### config.mk
export PLATFORM = sky130hd
export DESIGN_NAME = hdmi_data_out
export DESIGN_NICKNAME = d
export VERILOG_FILES = /design/src/rtl/hdmi_data_out.sv
export SDC_FILE = /design/constraint.sdc
export NUM_CORES = 1
export LEC_CHECK = 0
export CAP_MARGIN = 20
export CORE_ASPECT_RATIO = 2
export CORE_UTILIZATION = 35
export CTS_CLUSTER_DIAMETER = 200
export CTS_CLUSTER_SIZE = 14
export DETAILED_ROUTE_END_ITERATION = 16
export GPL_ROUTABILITY_DRIVEN = 0
export SYNTH_ARGS = -nofsm -noshare
export SYNTH_HDL_FRONTEND = slang
export SYNTH_SLANG_ARGS = --single-unit
export TNS_END_PERCENT = 20
### constraint.sdc
create_clock -name hdmi_pix_clk -period 3.02 [get_ports hdmi_pix_clk]
set_input_delay 0.302 -clock hdmi_pix_clk [delete_from_list [all_inputs] [get_ports hdmi_pix_clk]]
set_output_delay 0.302 -clock hdmi_pix_clk [all_outputs]
set_load 0.02 [all_outputs]
### src/rtl/hdmi_data_out.sv
// VESA raster generator and RGB565-to-RGB888 pixel output stage for the HDMI transmitter.
// Pixels are requested one slot ahead; an empty FIFO yields a black pixel and a sticky flag.
module hdmi_data_out #(
  parameter int unsigned H_ACTIVE = 1280,
  parameter int unsigned H_FP     = 110,
  parameter int unsigned H_SYNC   = 40,
  parameter int unsigned H_BP     = 220,
  parameter int unsigned V_ACTIVE = 720,
  parameter int unsigned V_FP     = 5,
  parameter int unsigned V_SYNC   = 5,
  parameter int unsigned V_BP     = 20,
  parameter bit          HS_POL   = 1'b1,
  parameter bit          VS_POL   = 1'b1
) (
  input  logic        hdmi_pix_clk,
  input  logic        rst,
  input  logic        en,
  output logic        rd_req,
  input  logic [15:0] rd_data,
  input  logic        rd_empty,
  output logic        frame_start,
  output logic        hs_out,
  output logic        vs_out,
  output logic        de_out,
  output logic [7:0]  red_out,
  output logic [7:0]  green_out,
  output logic [7:0]  blue_out,
  output logic        underflow
);

  localparam int unsigned HTotal = H_ACTIVE + H_FP + H_SYNC + H_BP;
  localparam int unsigned VTotal = V_ACTIVE + V_FP + V_SYNC + V_BP;
  localparam int unsigned HW     = $clog2(HTotal);
  localparam int unsigned VW     = $clog2(VTotal);

  typedef enum logic [1:0] {StIdle, StRun, StDrain} state_e;

  state_e          state_q, state_d;
  logic [HW-1:0]   h_cnt_q, h_cnt_d;
  logic [VW-1:0]   v_cnt_q, v_cnt_d;
  logic [31:0]     h_ext, v_ext;
  logic            running, h_last, v_last;
  logic            act0, hs0, vs0;

  // Stage 1 holds the slot decoded in the request cycle, stage 2 drives the pins.
  logic            de1_q, hs1_q, vs1_q, bad1_q;
  logic            de_out_q, hs_out_q, vs_out_q, hs_out_d, vs_out_d;
  logic [23:0]     rgb_q, rgb_d;
  logic            underflow_q, underflow_d;

  assign h_ext   = 32'(h_cnt_q);
  assign v_ext   = 32'(v_cnt_q);
  assign running = (state_q != StIdle);
  assign h_last  = (h_ext == HTotal - 1);
  assign v_last  = (v_ext == VTotal - 1);

  assign act0 = running && (h_ext < H_ACTIVE) && (v_ext < V_ACTIVE);
  assign hs0  = running && (h_ext >= H_ACTIVE + H_FP) && (h_ext < H_ACTIVE + H_FP + H_SYNC);
  assign vs0  = running && (v_ext >= V_ACTIVE + V_FP) && (v_ext < V_ACTIVE + V_FP + V_SYNC);

  assign rd_req      = act0 & ~rd_empty;
  assign frame_start = running && (h_cnt_q == '0) && (v_cnt_q == '0);

  always_comb begin
    state_d = state_q;
    h_cnt_d = h_cnt_q;
    v_cnt_d = v_cnt_q;
    if (running) begin
      if (h_last) begin
        h_cnt_d = '0;
        v_cnt_d = v_last ? '0 : v_cnt_q + VW'(1);
      end else begin
        h_cnt_d = h_cnt_q + HW'(1);
      end
    end
    case (state_q)
      StIdle:  if (en) state_d = StRun;
      StRun:   if (!en) state_d = StDrain;
      // en is ignored here so the frame in flight always completes.
      StDrain: if (h_last && v_last) state_d = StIdle;
      default: state_d = StIdle;
    endcase
  end

  always_comb begin
    rgb_d = '0;
    if (de1_q && !bad1_q) begin
      rgb_d = {rd_data[15:11], rd_data[15:13],
               rd_data[10:5],  rd_data[10:9],
               rd_data[4:0],   rd_data[4:2]};
    end
    hs_out_d    = hs1_q ? HS_POL : ~HS_POL;
    vs_out_d    = vs1_q ? VS_POL : ~VS_POL;
    underflow_d = underflow_q | (act0 & rd_empty);
  end

  always_ff @(posedge hdmi_pix_clk) begin
    if (!rst) begin
      state_q     <= StIdle;
      h_cnt_q     <= '0;
      v_cnt_q     <= '0;
      de1_q       <= 1'b0;
      hs1_q       <= 1'b0;
      vs1_q       <= 1'b0;
      bad1_q      <= 1'b0;
      de_out_q    <= 1'b0;
      hs_out_q    <= ~HS_POL;
      vs_out_q    <= ~VS_POL;
      rgb_q       <= '0;
      underflow_q <= 1'b0;
    end else begin
      state_q     <= state_d;
      h_cnt_q     <= h_cnt_d;
      v_cnt_q     <= v_cnt_d;
      de1_q       <= act0;
      hs1_q       <= hs0;
      vs1_q       <= vs0;
      bad1_q      <= act0 & rd_empty;
      de_out_q    <= de1_q;
      hs_out_q    <= hs_out_d;
      vs_out_q    <= vs_out_d;
      rgb_q       <= rgb_d;
      underflow_q <= underflow_d;
    end
  end

  assign de_out    = de_out_q;
  assign hs_out    = hs_out_q;
  assign vs_out    = vs_out_q;
  assign red_out   = rgb_q[23:16];
  assign green_out = rgb_q[15:8];
  assign blue_out  = rgb_q[7:0];
  assign underflow = underflow_q;

endmodule
==> results of run 1 <==
layout make-up:
cell class                      instances  area [um2]
Clock inverter                          3        43.8
Tap cell                               61        76.3
Inverter                                6        22.5
Timing Repair Buffer                   50         498
Sequential cell                        47         941
Clock buffer                            5         125
Fill cell                             562        3010
Multi-Input combinational cell        152         997
worst max-delay path, stage by stage, from the launching register on:
cell                              delay, ns
sky130_fd_sc_hd__dfxtp_1               0.41
sky130_fd_sc_hd__nor4_4                0.41
sky130_fd_sc_hd__nand2_1               0.10
sky130_fd_sc_hd__nor3_1                0.26
sky130_fd_sc_hd__clkdlybuf4s50_1       0.65
report_power, final:
group	internal [mW]	total, mW	switching, mW
combinational	0.0541	0.0964	0.0423
clock	0.390	0.619	0.229
sequential	0.631	0.639	0.00803
total	1.08	1.35	0.280
per-layer routing:
metal  vias to the layer above  wire (um)  GRT usage (%)
li1                        844          -              -
met1                       800       1650           14.8
met2                        41       2490           28.5
met3                         7        147           3.62
met4                         0        111           6.83
met5                         -          0              0
flip-flops by register name (all words and copies together) (netlist names):
signal / flops
de_out: 1
vs1_q: 1
state_q: 2
vs_out: 1
h_cnt_q: 11
hs1_q: 1
de1_q: 1
underflow: 1
v_cnt_q: 10
hs_out: 1
rgb_q: 16
bad1_q: 1
cell usage in the layout (no fill, tap or decap), types with 2 or more instances in the layout:
master and instances:
sky130_fd_sc_hd__a21boi_0 2, sky130_fd_sc_hd__a21oi_1 10, sky130_fd_sc_hd__a31oi_1 2, sky130_fd_sc_hd__and2_1 20, sky130_fd_sc_hd__and3_1 5, sky130_fd_sc_hd__clkbuf_16 5, sky130_fd_sc_hd__clkdlybuf4s50_1 49, sky130_fd_sc_hd__dfxtp_1 47
sky130_fd_sc_hd__ha_1 7, sky130_fd_sc_hd__inv_1 6, sky130_fd_sc_hd__nand2_1 15, sky130_fd_sc_hd__nand3_1 10, sky130_fd_sc_hd__nand4_1 5, sky130_fd_sc_hd__nand4b_1 2, sky130_fd_sc_hd__nor2_1 16, sky130_fd_sc_hd__nor2b_1 4
sky130_fd_sc_hd__nor3_1 5, sky130_fd_sc_hd__nor3b_1 2, sky130_fd_sc_hd__nor4_1 5, sky130_fd_sc_hd__o21ai_0 6, sky130_fd_sc_hd__o31ai_1 4, sky130_fd_sc_hd__or3_1 4, sky130_fd_sc_hd__or4_1 4, sky130_fd_sc_hd__xnor2_1 5
sky130_fd_sc_hd__xor2_1 5
path summary, 6_finish.rpt:
path | start | to | slack (ns)
worst max-delay path | h_cnt_q[3]$_SDFFE_PN0P_ | frame_start | 0.61
worst min-delay path | hs1_q$_SDFF_PN0_ | hs_out$_SDFF_PN0_ | 0.44
worst max register to register | h_cnt_q[1]$_SDFFE_PN0P_ | v_cnt_q[8]$_SDFFE_PN0P_ | 0.93
worst min register to register | hs1_q$_SDFF_PN0_ | hs_out$_SDFF_PN0_ | 0.44
logic make-up (layout without fill, tap and decap cells):
| group | after synthesis | in the layout |
|---|---|---|
| and+or+nand+nor | 103 | 103 |
| DFF | 47 | 47 |
| AOI/OAI and AO/OA | 32 | 32 |
| buffers and inverters | 23 | 64 |
| xor gates and xnor gates | 10 | 10 |
| adders and majority gates | 7 | 7 |
==> summary.md, run 1 <==
| Metric | Value |
|---|---|
| Area fraction of the dominant cell type after synthesis | `45.3%` |
| Count of cells resized by post-cts repair | `0` |
| # placed instances | `316` |
| Final design area excluding fillers | `2700 um2` |
| Synth unique cells | `42` |
| Later-pin clock latency in the skew report | `0.28 ns` |
| Vias in the first global route | `1,591` |
| Total power consumption of the routed design | `1.35 mW` |
| Endpoint required time on the critical path | `2.72 ns` |
| Die Span X | `56.5 um` |
| Root Driver | `sky130_fd_sc_hd__clkbuf_16` |
| Maximum buffer depth of the clock tree | `2` |
| Most area-hungry cell type in the Yosys netlist | `sky130_fd_sc_hd__dfxtp_1` |
| Hold Vio Cnt, Final | `0` |
| Worst reg-to-reg path cell count | `6` |
| Post-detailed-route count of antenna-violating nets | `0` |
| Worst-path clk slew | `0.06 ns` |
| Seq/Total Area, Yosys | `45.3%` |
| Number of enable flip-flop cells after synthesis | `0` |
| Number of buffers created by CTS | `5` |
| Setup slack at placement | `0.917 ns` |
| Post-synth top flop | `sky130_fd_sc_hd__dfxtp_1` |
| Max-cap violations | `0` |
| Simple logic cell fraction of the synthesized area | `28.6%` |
| Unrepaired setup endpoints after global routing | `false` |
| Slew of the pin with the lowest slew margin | `0.607 ns` |
| Worst slew slack as a fraction of its limit | `59.4%` |
| DRC violation total after the first TritonRoute iteration | `36` |
| Leftover overflow at the end of global routing | `0` |
| Instance area after placement | `2530 um2` |
| IO Port Bufs | `49` |
| Core Area | `5710 um2` |
| Proportion of layout cells with a drive suffix above 1 | `5.32%` |
| Number of cells in the finished layout apart from fillers | `324` |
| Die Footprint | `6260 um2` |
| Biggest area contributors in the synthesized netlist | `sky130_fd_sc_hd__dfxtp_1, sky130_fd_sc_hd__and2_1, sky130_fd_sc_hd__ha_1, sky130_fd_sc_hd__buf_4, sky130_fd_sc_hd__nor2_1` |
| Mean instance size in the synthesized netlist | `9.35 um2` |
| Initial standard-cell utilization of the core | `36.4%` |
| H-tree level count | `2` |
| Parity-gate share of the synthesized area counting xor and xnor cells | `4.22%` |
| First-pass iteration count of the detailed router | `4` |
| YS warnings | `0` |
| Total number of clock tree sinks | `47` |
| Adder-cell area share of the yosys netlist | `4.22%` |
| Std cell rows | `39` |
| Post-synth ARST share | `0%` |
| Most numerous cell types in the synthesized netlist | `sky130_fd_sc_hd__dfxtp_1, sky130_fd_sc_hd__and2_1, sky130_fd_sc_hd__nor2_1, sky130_fd_sc_hd__nand2_1` |
| Largest net degree at the start of global routing | `20` |
| Synthesized cell area | `2080 um2` |
| Worst hold slack after final layout | `0.437 ns` |
| Post-CTS Setup Bufs | `0` |
| Critical path launch point type | `register` |
| Hold/Removal Path Class | `register to register` |
| Proportion of synthesized area in mux cells | `0%` |
| N_diodes | `0` |
| Clk_skew | `0.00487 ns` |
| Arrival @ worst endpoint | `2.11 ns` |
| Part of the cycle the worst path needs | `79.9%` |
| Summed negative setup slack over all endpoints | `0 ns` |
| Relative area change from synthesis to final layout | `30.3%` |
| Run status | `finished, final reports clean` |
| Number of hold-repair buffers added at the cts stage | `0` |
| Average wire per cell in the routed design | `13.6 um` |
| Nets@finish | `289` |
| Avg Vias per Cell | `5.22` |
| Mapped Nets | `249` |
| Depth of the worst hold-timing path | `1` |
| Total detailed-routing wirelength | `4400 um` |
| Die Height | `111 um` |
| Final worst-path setup slack | `0.606 ns` |
| Leakage power total | `1.00 nW` |
| Final cell utilization of the core | `47.4%` |
| Total routing resource utilization after global routing | `15.1%` |
| Max Fclk | `414 MHz` |
| Fraction of the mapped netlist area in compound gates | `11.0%` |
| Final number of max-transition violations | `0` |
| Via total after detailed routing | `1,692` |
| Count of mapped cells out of synthesis | `222` |
| Critical path class | `register to primary output` |
| I/O pins | `50` |
| Wire length of the first global-routing pass | `7400 um` |
| Critical-path maximum fanout | `8` |
| Count of state elements after synthesis | `47` |
| Clock tree from TritonCTS | `built` |
| Initial antenna violation count | `0` |
| Worst ir drop on vdd | `0.425 mV` |
| Most common cell in the netlist | `sky130_fd_sc_hd__dfxtp_1` |
| Total of endpoints with negative setup slack in the final report | `0` |
| Clock period minus final worst setup slack | `2.41 ns` |
| Total power divided by cell area | `501 nW/um2` |
| Kind of capture point of the worst setup path | `primary output` |
| Sum of net half-perimeters after detailed placement | `3300 um` |
| Combinational family with the most area after synthesis | `simple AND/OR/NAND/NOR gates` |
| Drc violations | `0` |
No activity file was read; power rests on OpenSTA's default activity.
==> run 2: changes to the inputs <==
==> constraint.sdc (replaced) <==
create_clock -name hdmi_pix_clk -period 2 [get_ports hdmi_pix_clk]
set_input_delay 0.2 -clock hdmi_pix_clk [delete_from_list [all_inputs] [get_ports hdmi_pix_clk]]
set_output_delay 0.2 -clock hdmi_pix_clk [all_outputs]
set_load 0.02 [all_outputs]
==> run 2 against run 1 <==
Against the previous run: final cell count increased by 6.8%; critical path depth increased by 3; hold slack about the same; critical endpoint is now v_cnt_q[4]$_SDFFE_PN0P_; count of clock-buffer cells in the layout increased by 1; total power increased by 55%; critical path type is now register to register; sequential share of layout area decreased by 2.2 points.
==> summary.md, run 2 (synthesized netlist as in run 1, its figures left out) <==
| Metric | Value |
|---|---|
| Critical path class | `register to register (was register to primary output)` |
| Largest net degree at the start of global routing | `17 (was 20)` |
| Initial antenna violation count | `0 (unchanged)` |
| Worst hold slack after final layout | `0.436 ns (was 0.437 ns)` |
| Slowest library cell on the worst path | `sky130_fd_sc_hd__or3_1 (was sky130_fd_sc_hd__clkdlybuf4s50_1)` |
| Total of endpoints with negative setup slack in the final report | `0 (unchanged)` |
| Clk_skew | `0.00541 ns (was 0.00487 ns)` |
| Slew of the pin with the lowest slew margin | `0.744 ns (was 0.607 ns)` |
| Endpoint required time on the critical path | `2.22 ns (was 2.72 ns)` |
| Relative area change from synthesis to final layout | `38.9% (was 30.3%)` |
| Clock period minus final worst setup slack | `1.91 ns` |
| Number of cells in the finished layout apart from fillers | `346 (was 324)` |
| Die Height | `111 um (unchanged)` |
| Unrepaired setup endpoints after global routing | `true (was false)` |
| H-tree level count | `2 (unchanged)` |
| Worst ir drop on vdd | `0.477 mV (was 0.425 mV)` |
| Hold Vio Cnt, Final | `0 (unchanged)` |
| Sum of net half-perimeters after detailed placement | `3760 um (was 3300 um)` |
| Run status | `finished, final reports clean (unchanged)` |
| Hold path startpoint | `hs1_q$_SDFF_PN0_ (unchanged)` |
| Total number of clock tree sinks | `47 (unchanged)` |
| Cells traversed along the worst timing path | `buf_4 -> nor4_4 -> buf_4 -> nand4_4 -> buf_6 -> or3_1 -> a21oi_2 (was nor4_4 -> nand2_1 -> nor3_1 -> clkdlybuf4s50_1)` |
| Initial standard-cell utilization of the core | `36.4% (unchanged)` |
| Commonest cells after routing, fill and taps aside | `sky130_fd_sc_hd__dfxtp_1, sky130_fd_sc_hd__clkdlybuf4s50_1, sky130_fd_sc_hd__buf_4 (was sky130_fd_sc_hd__clkdlybuf4s50_1, sky130_fd_sc_hd__dfxtp_1, sky130_fd_sc_hd__and2_1)` |
| First-pass iteration count of the detailed router | `4 (unchanged)` |
| Final design area excluding fillers | `2880 um2 (was 2700 um2)` |
| Max Fclk | `523 MHz` |
| Core Area | `5710 um2 (unchanged)` |
| Most repeated library cell on the critical path | `sky130_fd_sc_hd__buf_4` |
| Kind of capture point of the worst setup path | `register (was primary output)` |
| Number of hold-repair buffers added at the cts stage | `0 (unchanged)` |
| Worst-path clk slew | `0.06 ns (about the same)` |
| Max incr delay on CP | `0.38 ns (was 0.65 ns)` |
| Drc violations | `0 (unchanged)` |
| Part of the cycle the worst path needs | `95.6%` |
| Wire length of the first global-routing pass | `7860 um (was 7400 um)` |
| Arrival @ worst endpoint | `2.13 ns (was 2.11 ns)` |
| Leakage power total | `1.13 nW (was 1.00 nW)` |
| Vias in the first global route | `1,695 (was 1,591)` |
| Root Driver | `sky130_fd_sc_hd__clkbuf_16 (unchanged)` |
| I/O pins | `50 (unchanged)` |
| Critical-path maximum fanout | `10 (was 8)` |
| Instance area after placement | `2690 um2 (was 2530 um2)` |
| N_diodes | `0 (unchanged)` |
| Later-pin clock latency in the skew report | `0.29 ns (was 0.28 ns)` |
| Setup slack at placement | `0.112 ns (was 0.917 ns)` |
| Nets@finish | `311 (was 289)` |
| Die Span X | `56.5 um (unchanged)` |
| Critical path launch point type | `register (unchanged)` |
| DRC violation total after the first TritonRoute iteration | `18 (was 36)` |
| Final number of max-transition violations | `0 (unchanged)` |
| Total detailed-routing wirelength | `4880 um (was 4400 um)` |
| Proportion of layout cells with a drive suffix above 1 | `13.7% (was 5.32%)` |
| Hold/Removal Path Class | `register to register (unchanged)` |
| Total routing resource utilization after global routing | `16.3% (was 15.1%)` |
| Flip-flop count of the largest register, all copies and words added | `16 (unchanged)` |
| # placed instances | `336 (was 316)` |
| Via total after detailed routing | `1,794 (was 1,692)` |
| Total power divided by cell area | `728 nW/um2 (was 501 nW/um2)` |
| Max-cap violations | `0 (unchanged)` |
| Die Footprint | `6260 um2 (unchanged)` |
| Crit path from | `h_cnt_q[8]$_SDFFE_PN0P_ (was h_cnt_q[3]$_SDFFE_PN0P_)` |
| Clock tree from TritonCTS | `built (unchanged)` |
| Crit Reg-Reg Startpoint | `h_cnt_q[8]$_SDFFE_PN0P_ (was h_cnt_q[1]$_SDFFE_PN0P_)` |
| Most flops, register | `rgb_q (unchanged)` |
| Number of buffers created by CTS | `5 (unchanged)` |
| Average wire per cell in the routed design | `14.1 um (was 13.6 um)` |
| Final worst-path setup slack | `0.0880 ns (was 0.606 ns)` |
| Post-detailed-route count of antenna-violating nets | `0 (unchanged)` |
| Avg Vias per Cell | `5.18 (was 5.22)` |
| Worst slew slack as a fraction of its limit | `50.3% (was 59.4%)` |
| Std cell rows | `39 (unchanged)` |
| IO Port Bufs | `49 (unchanged)` |
| Largest registers in the final layout | `rgb_q x16, h_cnt_q x11, v_cnt_q x10 (unchanged)` |
| Maximum buffer depth of the clock tree | `2 (unchanged)` |
| Leftover overflow at the end of global routing | `0 (unchanged)` |
run 2: cell count changes in the layout (fill, tap and decap cells not counted), moves of 2 or more:
cell	delta
sky130_fd_sc_hd__buf_4	+21
sky130_fd_sc_hd__a21oi_1	-2
sky130_fd_sc_hd__a21oi_2	+2
sky130_fd_sc_hd__clkdlybuf4s50_1	-2
run 2: worst paths after layout:
path	to	slack, ns	depth (start not counted)
worst max-delay path	v_cnt_q[4]$_SDFFE_PN0P_	0.09	7
worst min-delay path	hs_out$_SDFF_PN0_	0.44	1
worst max register to register	v_cnt_q[4]$_SDFFE_PN0P_	0.09	7
worst min register to register	hs_out$_SDFF_PN0_	0.44	1
run 2: timing repair:
| action | CTS | global route |
|---|---|---|
| buffers inserted | 0 | 2 |
| pin swaps | 0 | 2 |
| resized for setup | 2 | 7 |
| setup endpoints to repair | 2 | 8 |
run 2: area by class of cell:
class,instances,area [um2]
Multi-Input combinational cell,152,1000
Clock inverter,2,38.8
Clock buffer,6,139
Sequential cell,47,941
Timing Repair Buffer,72,661
Inverter,6,22.5
Fill cell,538,2830
Tap cell,61,76.3
run 2: stage by stage:
step / util (%) / setup TNS (ns) / power, mW
after floorplan: - / 0 / 1.05
after global placement: 47.0 / 0 / 1.15
after detailed placement: 47.0 / 0 / 1.15
after CTS: 50.1 / 0 / 2.13
after global routing: 50.5 / -0.0193 / 2.18
final: 50.5 / 0 / 2.10
run 2: worst max-delay path, delay by kind of cell, from the launching register on:
family                 cells  cell delay (ns)
and+or+nand+nor            3             0.83
buffers and inverters      3             0.54
DFF                        1             0.31
AOI/OAI and AO/OA          1             0.17
run 2: report_power, final:
| group | internal [mW] | leakage (nW) | total (mW) | switching [mW] |
|---|---|---|---|---|
| combinational | 0.0907 | 0.658 | 0.163 | 0.0726 |
| sequential | 0.953 | 0.380 | 0.959 | 0.00673 |
| clock | 0.628 | 0.0875 | 0.977 | 0.349 |
run 2: layer usage:
metal / wire [um] / part of all wire [%] / up-vias / track usage, %
met3: 185 / 3.8 / 19 / 3.50
met5: 0 / 0 / - / 0
met2: 2720 / 56 / 59 / 31.2
met1: 1670 / 34 / 829 / 13.6
met4: 302 / 6.2 / 0 / 12.0
li1: - / - / 887 / -
==> run 3: changes to the inputs <==
--- a/config.mk
+++ b/config.mk
@@ -12,6 +12,8 @@
 export CTS_CLUSTER_SIZE = 14
 export DETAILED_ROUTE_END_ITERATION = 16
 export GPL_ROUTABILITY_DRIVEN = 0
+export PLACE_DENSITY = 0.65
+export SLEW_MARGIN = 20
 export SYNTH_ARGS = -nofsm -noshare
 export SYNTH_HDL_FRONTEND = slang
 export SYNTH_SLANG_ARGS = --single-unit
==> run 3 against run 2 <==
Against the previous run: critical endpoint unchanged; global-route usage down 0.055 points; first-iteration DRC count rose to 2.6 times the previous value; worst setup slack better by 0.010 ns; sequential share of layout area up 0.071 points.
==> summary.md, run 3 (synthesized netlist as in run 1, its figures left out) <==
| Metric | Value |
|---|---|
| Run status | `finished, final reports clean (unchanged)` |
| Max-cap violations | `0 (unchanged)` |
| First-pass iteration count of the detailed router | `4 (unchanged)` |
| Critical path launch point type | `register (unchanged)` |
| Final worst-path setup slack | `0.0984 ns (was 0.0880 ns)` |
| Total of endpoints with negative setup slack in the final report | `0 (unchanged)` |
| Total number of clock tree sinks | `47 (unchanged)` |
| FF-to-FF End | `v_cnt_q[4]$_SDFFE_PN0P_ (unchanged)` |
| Leakage power total | `1.13 nW (about the same)` |
| Leftover overflow at the end of global routing | `0 (unchanged)` |
| Largest net degree at the start of global routing | `17 (unchanged)` |
| Relative area change from synthesis to final layout | `38.6% (was 38.9%)` |
| Post-CTS Setup Bufs | `0 (unchanged)` |
| Nets@finish | `312 (was 311)` |
| Total routing resource utilization after global routing | `16.2% (was 16.3%)` |
| H-tree level count | `2 (unchanged)` |
| Commonest cells after routing, fill and taps aside | `sky130_fd_sc_hd__dfxtp_1, sky130_fd_sc_hd__clkdlybuf4s50_1, sky130_fd_sc_hd__buf_4 (unchanged)` |
| Root Driver | `sky130_fd_sc_hd__clkbuf_16 (unchanged)` |
| Largest registers in the final layout | `rgb_q x16, h_cnt_q x11, v_cnt_q x10 (unchanged)` |
| Kind of capture point of the worst setup path | `register (unchanged)` |
| Total power divided by cell area | `726 nW/um2 (was 728 nW/um2)` |
| Die Height | `111 um (unchanged)` |
| Hold/Removal Path Class | `register to register (unchanged)` |
| Flop2flop setup slack | `0.1 ns (was 0.09 ns)` |
| Worst ir drop on vdd | `0.653 mV (was 0.477 mV)` |
| # fillers | `514 (was 538)` |
| Cells traversed along the worst timing path | `ha_1 -> and3_1 -> nand4_4 -> buf_4 -> or3_1 -> a21oi_1 (was buf_4 -> nor4_4 -> buf_4 -> nand4_4 -> buf_6 -> or3_1 -> a21oi_2)` |
| Summed negative setup slack over all endpoints | `0 ns (unchanged)` |
| Initial antenna violation count | `0 (unchanged)` |
| Setup slack at placement | `0.120 ns (was 0.112 ns)` |
| Number of buffers created by CTS | `5 (unchanged)` |
| Crit Reg-Reg Startpoint | `h_cnt_q[0]$_SDFFE_PN0P_ (was h_cnt_q[8]$_SDFFE_PN0P_)` |
| Number of hold-repair buffers added at the cts stage | `0 (unchanged)` |
| Clk_skew | `0.0112 ns (was 0.00541 ns)` |
| Die Span X | `56.5 um (unchanged)` |
| Wire length of the first global-routing pass | `7950 um (was 7860 um)` |
| Flip-flop count of the largest register, all copies and words added | `16 (unchanged)` |
| Avg Vias per Cell | `5.10 (was 5.18)` |
| Worst reg-to-reg path cell count | `6 (was 7)` |
| Clock tree from TritonCTS | `built (unchanged)` |
| Total detailed-routing wirelength | `4780 um (was 4880 um)` |
| Slew of the pin with the lowest slew margin | `0.726 ns (was 0.744 ns)` |
| Slowest library cell on the worst path | `sky130_fd_sc_hd__dfxtp_1 (was sky130_fd_sc_hd__or3_1)` |
| Std cell rows | `39 (unchanged)` |
| Maximum buffer depth of the clock tree | `2 (unchanged)` |
| Clock period minus final worst setup slack | `1.90 ns (was 1.91 ns)` |
| Hold Vio Cnt, Final | `0 (unchanged)` |
| Part of the cycle the worst path needs | `95.1% (was 95.6%)` |
| Unrepaired setup endpoints after global routing | `false (was true)` |
| I/O pins | `50 (unchanged)` |
| Drc violations | `0 (unchanged)` |
| Final cell utilization of the core | `50.4% (was 50.5%)` |
| Critical path class | `register to register (unchanged)` |
| Post-detailed-route count of antenna-violating nets | `0 (unchanged)` |
| Max Fclk | `526 MHz (was 523 MHz)` |
| Initial standard-cell utilization of the core | `36.4% (unchanged)` |
| Final number of max-transition violations | `0 (unchanged)` |
| Sum of net half-perimeters after detailed placement | `3670 um (was 3760 um)` |
| Via total after detailed routing | `1,770 (was 1,794)` |
| Endpoint required time on the critical path | `2.20 ns (was 2.22 ns)` |
| Proportion of layout cells with a drive suffix above 1 | `12.9% (was 13.7%)` |
| Crit path from | `h_cnt_q[0]$_SDFFE_PN0P_ (was h_cnt_q[8]$_SDFFE_PN0P_)` |
| N_diodes | `0 (unchanged)` |
| Vias in the first global route | `1,707 (was 1,695)` |
| Average wire per cell in the routed design | `13.8 um (was 14.1 um)` |
| IO Port Bufs | `49 (unchanged)` |
| Critical-path maximum fanout | `13 (was 10)` |
| Max incr delay on CP | `0.40 ns (was 0.38 ns)` |
| Worst setup endpoint | `v_cnt_q[4]$_SDFFE_PN0P_ (unchanged)` |
| Worst-path clk slew | `0.07 ns (was 0.06 ns)` |
| Most flops, register | `rgb_q (unchanged)` |
| Core Area | `5710 um2 (unchanged)` |
| DRC violation total after the first TritonRoute iteration | `46 (was 18)` |
| Arrival @ worst endpoint | `2.10 ns (was 2.13 ns)` |
| Die Footprint | `6260 um2 (unchanged)` |
| Worst slew slack as a fraction of its limit | `51.5% (was 50.3%)` |
| Later-pin clock latency in the skew report | `0.29 ns (about the same)` |
[run 3: worst max-delay path, delay by kind of cell, from the launching register on]
family | cells | cell delay (ns)
flip-flops | 1 | 0.40
buffers and inverters | 1 | 0.23
adder cells (fa/ha/maj) | 1 | 0.18
AND/OR/NAND/NOR | 3 | 0.79
AO/OA/AOI/OAI | 1 | 0.21
[run 3: where the power goes]
group / switching (mW) / internal [mW] / total [mW]
clock network: 0.373 / 0.594 / 0.967
logic: 0.0717 / 0.0895 / 0.161
registers: 0.00772 / 0.952 / 0.960
[run 3: cell type report]
class,instances,area [um2],share of cell area (%)
Inverter,6,22.5,0.783
Multi-Input combinational cell,152,997,34.7
Timing Repair Buffer,73,668,23.2
Clock inverter,3,46.3,1.61
Clock buffer,5,125,4.35
Sequential cell,47,941,32.7
Tap cell,61,76.3,2.65
[run 3: metal layers]
layer / up-vias / wire, um / GRT usage, %
met1: 822 / 1720 / 15.2
met5: - / 0 / 0
met3: 8 / 178 / 2.92
li1: 887 / - / -
met4: 0 / 99 / 7.32
met2: 53 / 2780 / 32.0
[run 3: metrics by stage]
| step | hold WS (ns) | cell area [um2] | power, mW | instances |
|---|---|---|---|---|
| floorplan | 0.314 | 2080 | 1.05 | 222 |
| global placement | 0.417 | 2710 | 1.15 | 339 |
| detailed placement | 0.420 | 2710 | 1.15 | 339 |
| CTS | 0.436 | 2880 | 2.11 | 347 |
| global route | 0.458 | 2880 | 2.15 | 347 |
| finish | 0.432 | 2880 | 2.09 | 347 |
[run 3: what timing repair did]
item / in CTS / in global routing
gates resized for setup: 2 / 1
pin swaps: 0 / 0
setup endpoints to repair: 2 / 1
[run 3: worst min-delay path by stage]
stage / startpoint / slack (ns) / depth (start not counted) / end
floorplan: en / 0.31 / 2 / state_q[0]$_SDFFE_PN0P_
global placement: vs1_q$_SDFF_PN0_ / 0.42 / 1 / vs_out$_SDFF_PN0_
detailed placement: hs1_q$_SDFF_PN0_ / 0.42 / 1 / hs_out$_SDFF_PN0_
CTS: hs1_q$_SDFF_PN0_ / 0.44 / 1 / hs_out$_SDFF_PN0_
global route: hs1_q$_SDFF_PN0_ / 0.46 / 1 / hs_out$_SDFF_PN0_
finish: hs1_q$_SDFF_PN0_ / 0.43 / 1 / hs_out$_SDFF_PN0_
